===== src/rtl/spi_master.sv =====
// SPI master (mode 0) carrying one host command per frame: an 11-bit command frame on MOSI,
// plus a dummy period and an 8-bit MISO read-back for read-data commands.
module spi_master #(
    parameter int unsigned CLK_DIV = 2
) (
    input  logic       clk,
    input  logic       rst,
    input  logic       cmd_valid,
    output logic       cmd_ready,
    input  logic [1:0] cmd,
    input  logic [7:0] cmd_data,
    output logic       rsp_valid,
    output logic [7:0] rsp_data,
    output logic       busy,
    output logic       SS_n,
    output logic       SCLK,
    output logic       MOSI,
    input  logic       MISO
);

    typedef enum logic [2:0] {IDLE, SHIFT_OUT, TURN, SHIFT_IN, GAP} state_t;

    localparam logic [8:0] DIV_LAST = 9'(CLK_DIV - 1);
    localparam logic [8:0] GAP_LAST = 9'(2 * CLK_DIV - 1);

    state_t      state_q, state_d;
    logic [8:0]  cnt_q, cnt_d;
    logic [3:0]  bit_q, bit_d;
    logic [9:0]  frame_q, frame_d;
    logic [7:0]  rx_q, rx_d;
    logic        is_rd_q, is_rd_d;
    logic        sclk_q, sclk_d;
    logic        ss_n_q, ss_n_d;
    logic        mosi_q, mosi_d;
    logic        rsp_valid_q, rsp_valid_d;
    logic [7:0]  rsp_data_q, rsp_data_d;
    logic        busy_q, busy_d;
    logic        cmd_ready_q, cmd_ready_d;

    logic accept_s, wrap_s, rise_s, fall_s;

    assign accept_s = cmd_valid && cmd_ready_q && (state_q == IDLE);
    assign wrap_s   = (cnt_q == DIV_LAST);
    assign rise_s   = wrap_s && !sclk_q;
    assign fall_s   = wrap_s && sclk_q;

    // State register
    always_ff @(posedge clk) begin
        if (rst) state_q <= IDLE;
        else     state_q <= state_d;
    end

    // Next-state logic; every phase ends on an SCLK falling edge
    always_comb begin
        state_d = state_q;
        case (state_q)
            IDLE:      if (accept_s) state_d = SHIFT_OUT; else state_d = IDLE;
            SHIFT_OUT: if (fall_s && bit_q == 4'd10) state_d = is_rd_q ? TURN : GAP;
                       else state_d = SHIFT_OUT;
            TURN:      if (fall_s) state_d = SHIFT_IN; else state_d = TURN;
            SHIFT_IN:  if (fall_s && bit_q == 4'd7) state_d = GAP; else state_d = SHIFT_IN;
            GAP:       if (cnt_q == GAP_LAST) state_d = IDLE; else state_d = GAP;
            default:   state_d = IDLE;
        endcase
    end

    // Output and datapath next values; the frame's first bit is driven straight from acceptance
    always_comb begin
        cnt_d       = cnt_q;
        bit_d       = bit_q;
        frame_d     = frame_q;
        rx_d        = rx_q;
        is_rd_d     = is_rd_q;
        sclk_d      = sclk_q;
        ss_n_d      = ss_n_q;
        mosi_d      = mosi_q;
        rsp_valid_d = 1'b0;
        rsp_data_d  = rsp_data_q;
        busy_d      = (state_d != IDLE);
        cmd_ready_d = (state_d == IDLE);
        case (state_q)
            IDLE: begin
                cnt_d  = 9'd0;
                sclk_d = 1'b0;
                if (accept_s) begin
                    ss_n_d  = 1'b0;
                    mosi_d  = cmd[1];
                    frame_d = {cmd, cmd_data};
                    is_rd_d = (cmd == 2'b11);
                    bit_d   = 4'd0;
                    rx_d    = 8'h00;
                end else begin
                    ss_n_d = 1'b1;
                    mosi_d = 1'b0;
                end
            end
            SHIFT_OUT: begin
                cnt_d = wrap_s ? 9'd0 : cnt_q + 9'd1;
                if (rise_s) begin
                    sclk_d = 1'b1;
                end else if (fall_s) begin
                    sclk_d = 1'b0;
                    if (bit_q == 4'd10) begin
                        bit_d  = 4'd0;
                        mosi_d = 1'b0;
                        ss_n_d = !is_rd_q;
                    end else begin
                        bit_d   = bit_q + 4'd1;
                        mosi_d  = frame_q[9];
                        frame_d = {frame_q[8:0], 1'b0};
                    end
                end else begin
                    sclk_d = sclk_q;
                end
            end
            TURN: begin
                cnt_d  = wrap_s ? 9'd0 : cnt_q + 9'd1;
                mosi_d = 1'b0;
                if (rise_s)      sclk_d = 1'b1;
                else if (fall_s) begin sclk_d = 1'b0; bit_d = 4'd0; end
                else             sclk_d = sclk_q;
            end
            SHIFT_IN: begin
                cnt_d  = wrap_s ? 9'd0 : cnt_q + 9'd1;
                mosi_d = 1'b0;
                if (rise_s) begin
                    sclk_d = 1'b1;
                    rx_d   = {rx_q[6:0], MISO};
                end else if (fall_s) begin
                    sclk_d = 1'b0;
                    if (bit_q == 4'd7) begin
                        bit_d       = 4'd0;
                        ss_n_d      = 1'b1;
                        rsp_valid_d = 1'b1;
                        rsp_data_d  = rx_q;
                    end else begin
                        bit_d = bit_q + 4'd1;
                    end
                end else begin
                    sclk_d = sclk_q;
                end
            end
            GAP: begin
                cnt_d  = (cnt_q == GAP_LAST) ? 9'd0 : cnt_q + 9'd1;
                sclk_d = 1'b0;
                ss_n_d = 1'b1;
                mosi_d = 1'b0;
            end
            default: begin
                cnt_d  = 9'd0;
                sclk_d = 1'b0;
                ss_n_d = 1'b1;
                mosi_d = 1'b0;
            end
        endcase
    end

    // Datapath and output registers
    always_ff @(posedge clk) begin
        if (rst) begin
            cnt_q       <= 9'd0;
            bit_q       <= 4'd0;
            frame_q     <= 10'd0;
            rx_q        <= 8'h00;
            is_rd_q     <= 1'b0;
            sclk_q      <= 1'b0;
            ss_n_q      <= 1'b1;
            mosi_q      <= 1'b0;
            rsp_valid_q <= 1'b0;
            rsp_data_q  <= 8'h00;
            busy_q      <= 1'b0;
            cmd_ready_q <= 1'b0;
        end else begin
            cnt_q       <= cnt_d;
            bit_q       <= bit_d;
            frame_q     <= frame_d;
            rx_q        <= rx_d;
            is_rd_q     <= is_rd_d;
            sclk_q      <= sclk_d;
            ss_n_q      <= ss_n_d;
            mosi_q      <= mosi_d;
            rsp_valid_q <= rsp_valid_d;
            rsp_data_q  <= rsp_data_d;
            busy_q      <= busy_d;
            cmd_ready_q <= cmd_ready_d;
        end
    end

    assign cmd_ready = cmd_ready_q;
    assign rsp_valid = rsp_valid_q;
    assign rsp_data  = rsp_data_q;
    assign busy      = busy_q;
    assign SS_n      = ss_n_q;
    assign SCLK      = sclk_q;
    assign MOSI      = mosi_q;

endmodule


===== config.mk =====
export PLATFORM = sky130hd
export DESIGN_NAME = spi_master
export DESIGN_NICKNAME = d
export VERILOG_FILES = /design/src/rtl/spi_master.sv
export SDC_FILE = /design/constraint.sdc
export NUM_CORES = 1
export LEC_CHECK = 0
export CORE_MARGIN = 2
export CORE_UTILIZATION = 55
export CTS_CLUSTER_DIAMETER = 200
export DETAILED_ROUTE_END_ITERATION = 8
export HOLD_SLACK_MARGIN = 0.08
export PLACE_DENSITY = 0.78
export SYNTH_ARGS = -nofsm -noshare
export SYNTH_HDL_FRONTEND = slang
export SYNTH_SLANG_ARGS = --single-unit

===== constraint.sdc =====
create_clock -name clk -period 2.1 [get_ports clk]
set_input_delay 0.21 -clock clk [delete_from_list [all_inputs] [get_ports clk]]
set_output_delay 0.21 -clock clk [all_outputs]
set_load 0.01 [all_outputs]

==> results.toml <==
[status]
run_status = "finished clean"

[synthesis]
synth_top_cell_area_share_pct = 40.5
synth.largest_area_cell = "sky130_fd_sc_hd__dfxtp_1"
synthMostInstantiatedCell = "sky130_fd_sc_hd__dfxtp_1"
syn-mean-instance-area_um2 = 9.47
syn_inst = 256
synth_warnings = 0
mappedNetlistNets = 274
yosys_register_bits = 49
commonest_cells_in_the_synthesized_netlist = "49 x sky130_fd_sc_hd__dfxtp_1, 26 x sky130_fd_sc_hd__nor2_1, 18 x sky130_fd_sc_hd__mux2i_1, 17 x sky130_fd_sc_hd__nand2_1, 11 x sky130_fd_sc_hd__o21ai_0"
synth.cell_area_um2 = 2420
netlist_top_cells_area = "sky130_fd_sc_hd__dfxtp_1 40%, sky130_fd_sc_hd__mux2i_1 7.4%, sky130_fd_sc_hd__nor2_1 4.0%, sky130_fd_sc_hd__a2111oi_0 3.6%, sky130_fd_sc_hd__a31o_2 3.6%"
synth-edff-count = 0
synth_async_sr_flop_share_pct = 0
netlist-cell-type-count = 57
ys.flop_type = "sky130_fd_sc_hd__dfxtp_1"
fraction_of_the_yosys_area_taken_by_sequential_cells_pct = 40.5

[critical_path]
timing.setup.critical_path_class = "flop to flop"
worstPathArrival_ns = 2.25
crit-reg2reg-launch = "cnt_q[1]"
startpoint_type = "flop"
timing.critical_path.to_type = "flop"
crit_required_ns = 2.36
crit_path_max_fanout = 10
startpoint = "cnt_q[1]"

[detailed_routing]
firstDrtPassIters = 4
detail_route.vias_per_cell = 6.08
route.detailed.drc = 0
drtAntennaViolNets = 0
wl_um = 5310
routedWlPerCell_um = 15.5
first_iter_violations = 127
dr_total_vias = 2084

[timing]
post_route_worst_setup_slack_ns = 0.109
max_slew.worst_pin.slew_ns = 0.464
timing.final.max_slew_violations = 0
number_of_hold_violations_in_the_final_report = 0
grt_setup_unrepaired = "no"
finalSetupTns_ns = 0
fin_crit_ns = 1.99
min_period_over_period_pct = 94.8
slew-limit-headroom_pct = 69.0
maxClockFrequency_mhz = 502
finalSetupViolCount = 0
fin_worst_skew_ns = 0.00684

[floorplan]
effective_utilization_at_floorplan_pct = 56.4
die_width_um = 70.4
fp.dieArea_um2 = 4950
die_outline_height_um = 70.4
coreArea_um2 = 4290
top_level_ports = 28
fp-row-count = 24

[placement]
dp.final_hpwl_um = 3760
place_congestion = 0.893
dp_slack_ns = -0.0422
buffer_ports.inserted = 27

[power_and_ir_drop]
comb_power_share_pct = 12.7
share_of_total_power_in_sequential_cells_pct = 51.1
power_density_over_the_cells_nw_per_um2 = 658
internal-power_mw = 1.47
p_clk_share_pct = 36.2
swShare_pct = 23.9
power.net_switching_mw = 0.462
vdd.ir_drop.worst_v = 0.000479
static-leakage-power_nw = 0.991

[cts]
cts_tree = "done"
clock_sinks = 49
clk-insertion-delay-late_ns = 0.31
clk_pin_slew_worst_paths_ns = 0.09
postCtsHoldBufs = 0
cts_max_path_buffers = 2
cts_root_buffer = "sky130_fd_sc_hd__clkbuf_8"
numCtsBuffers = 5
htree_levels = 2

[final_layout]
layout-drive-gt1-share_pct = 17.9
design.final.nets = 308
areaGrowthSynthToFinish_pct = 21.1
antenna_cells = 0

[min_path]
min-delay-path-class = "flop to flop"
worst_hold_startpoint = "rx_q[3]"

[global_route]
antenna_found_initial = 0
gr-total-overflow = 0
grt_pass1_wl_um = 9020
largest_net_degree_at_the_start_of_global_routing = 27
via_count_of_the_first_global_routing_pass = 1929
groute.usage.overall_pct = 22.8

[flow_run]
max-cap-violations = 0
[metal layers]
layer | global-route usage [%] | vias up | part of all wire (%)
met5 | 0 | - | 0
li1 | - | 1037 | -
met1 | 29.6 | 996 | 46
met2 | 36.8 | 43 | 49
met3 | 4.91 | 8 | 4.1
met4 | 9.19 | 0 | 1.4
[through the flow]
stage	instance area, um2	instances	utilization (%)	hold slack, ns	total power [mW]
final	2930	343	68.3	0.483	1.93
after floorplan	2420	256	-	0.362	1.16
after detailed placement	2790	335	64.9	0.473	1.25
after CTS	2920	343	68.0	0.484	1.94
after global placement	2790	335	64.9	0.469	1.24
after global routing	2930	343	68.3	0.512	2.01
[sequential cells by signal, summed over array words and instances, names as in the netlist]
register and flops:
SS_n 1, rsp_data 8, rx_q 8, bit_q 4, cmd_ready 1, state_q 3
frame_q 10, busy 1, cnt_q 9, SCLK 1, is_rd_q 1, rsp_valid 1
MOSI 1
[power groups by stage]
stage | Clock [mW] | Combinational [mW] | Sequential, mW
5_1_grt | 0.749 | 0.267 | 0.991
6_report | 0.699 | 0.246 | 0.986
3_5_place_dp | 0 | 0.240 | 1.01
4_1_cts | 0.715 | 0.242 | 0.985
3_3_place_gp | 0 | 0.236 | 1.01
2_1_floorplan | 0 | 0.154 | 1.00
[placed cells by master, fill, tap and decap left out, types with 4 or more instances in the layout]
| master | Yosys | final |
|---|---|---|
| sky130_fd_sc_hd__a31o_2 | 10 | 10 |
| sky130_fd_sc_hd__buf_4 | 2 | 17 |
| sky130_fd_sc_hd__xnor2_1 | 6 | 6 |
| sky130_fd_sc_hd__nor3_1 | 6 | 6 |
| sky130_fd_sc_hd__o211ai_1 | 8 | 8 |
| sky130_fd_sc_hd__nor2_1 | 26 | 26 |
| sky130_fd_sc_hd__nand2_1 | 17 | 17 |
| sky130_fd_sc_hd__nor4_1 | 4 | 4 |
| sky130_fd_sc_hd__mux2i_1 | 18 | 18 |
| sky130_fd_sc_hd__clkdlybuf4s50_1 | 0 | 27 |
| sky130_fd_sc_hd__nand3_1 | 8 | 8 |
| sky130_fd_sc_hd__a2111oi_0 | 10 | 7 |
| sky130_fd_sc_hd__a21oi_1 | 6 | 6 |
| sky130_fd_sc_hd__o21ai_0 | 11 | 11 |
| sky130_fd_sc_hd__and4_1 | 4 | 4 |
| sky130_fd_sc_hd__clkbuf_8 | 1 | 6 |
| sky130_fd_sc_hd__dfxtp_1 | 49 | 49 |
| sky130_fd_sc_hd__ha_1 | 4 | 4 |
[critical path: stages (launching register included)]
cell and delay [ns]:
sky130_fd_sc_hd__dfxtp_1 0.34, sky130_fd_sc_hd__inv_1 0.06, sky130_fd_sc_hd__ha_1 0.21, sky130_fd_sc_hd__nor4b_4 0.35
sky130_fd_sc_hd__nand4b_4 0.25, sky130_fd_sc_hd__a2111oi_1 0.56, sky130_fd_sc_hd__a31o_2 0.17
[final cells by class]
class	count	area (um2)
inverter	3	11.3
tap	52	65.1
clock buffer	6	82.6
clock inverter	2	37.5
timing repair buffer	44	398
fill	375	1360
multi-input combinational	187	1360
sequential	49	981
[worst paths after layout]
kind / to / slack, ns / cells after the start
max: frame_q[9] / 0.11 / 6
min: rx_q[3] / 0.48 / 2
max reg2reg: frame_q[9] / 0.11 / 6
min reg2reg: rx_q[3] / 0.48 / 2
[cells by family after synthesis]
family / share of synthesized area [%]
flops: 40.5
simple gates: 23.7
mux: 7.43
xor+xnor: 2.89
compound gates: 18.7
fa+ha+maj: 2.07
buf+inv: 4.70
[what timing repair did]
action | in CTS | in global routing
buffers inserted | 0 | 0
endpoints found under the setup margin | 10 | 22
resized for setup | 2 | 4
(Power assumes the default switching activity.)
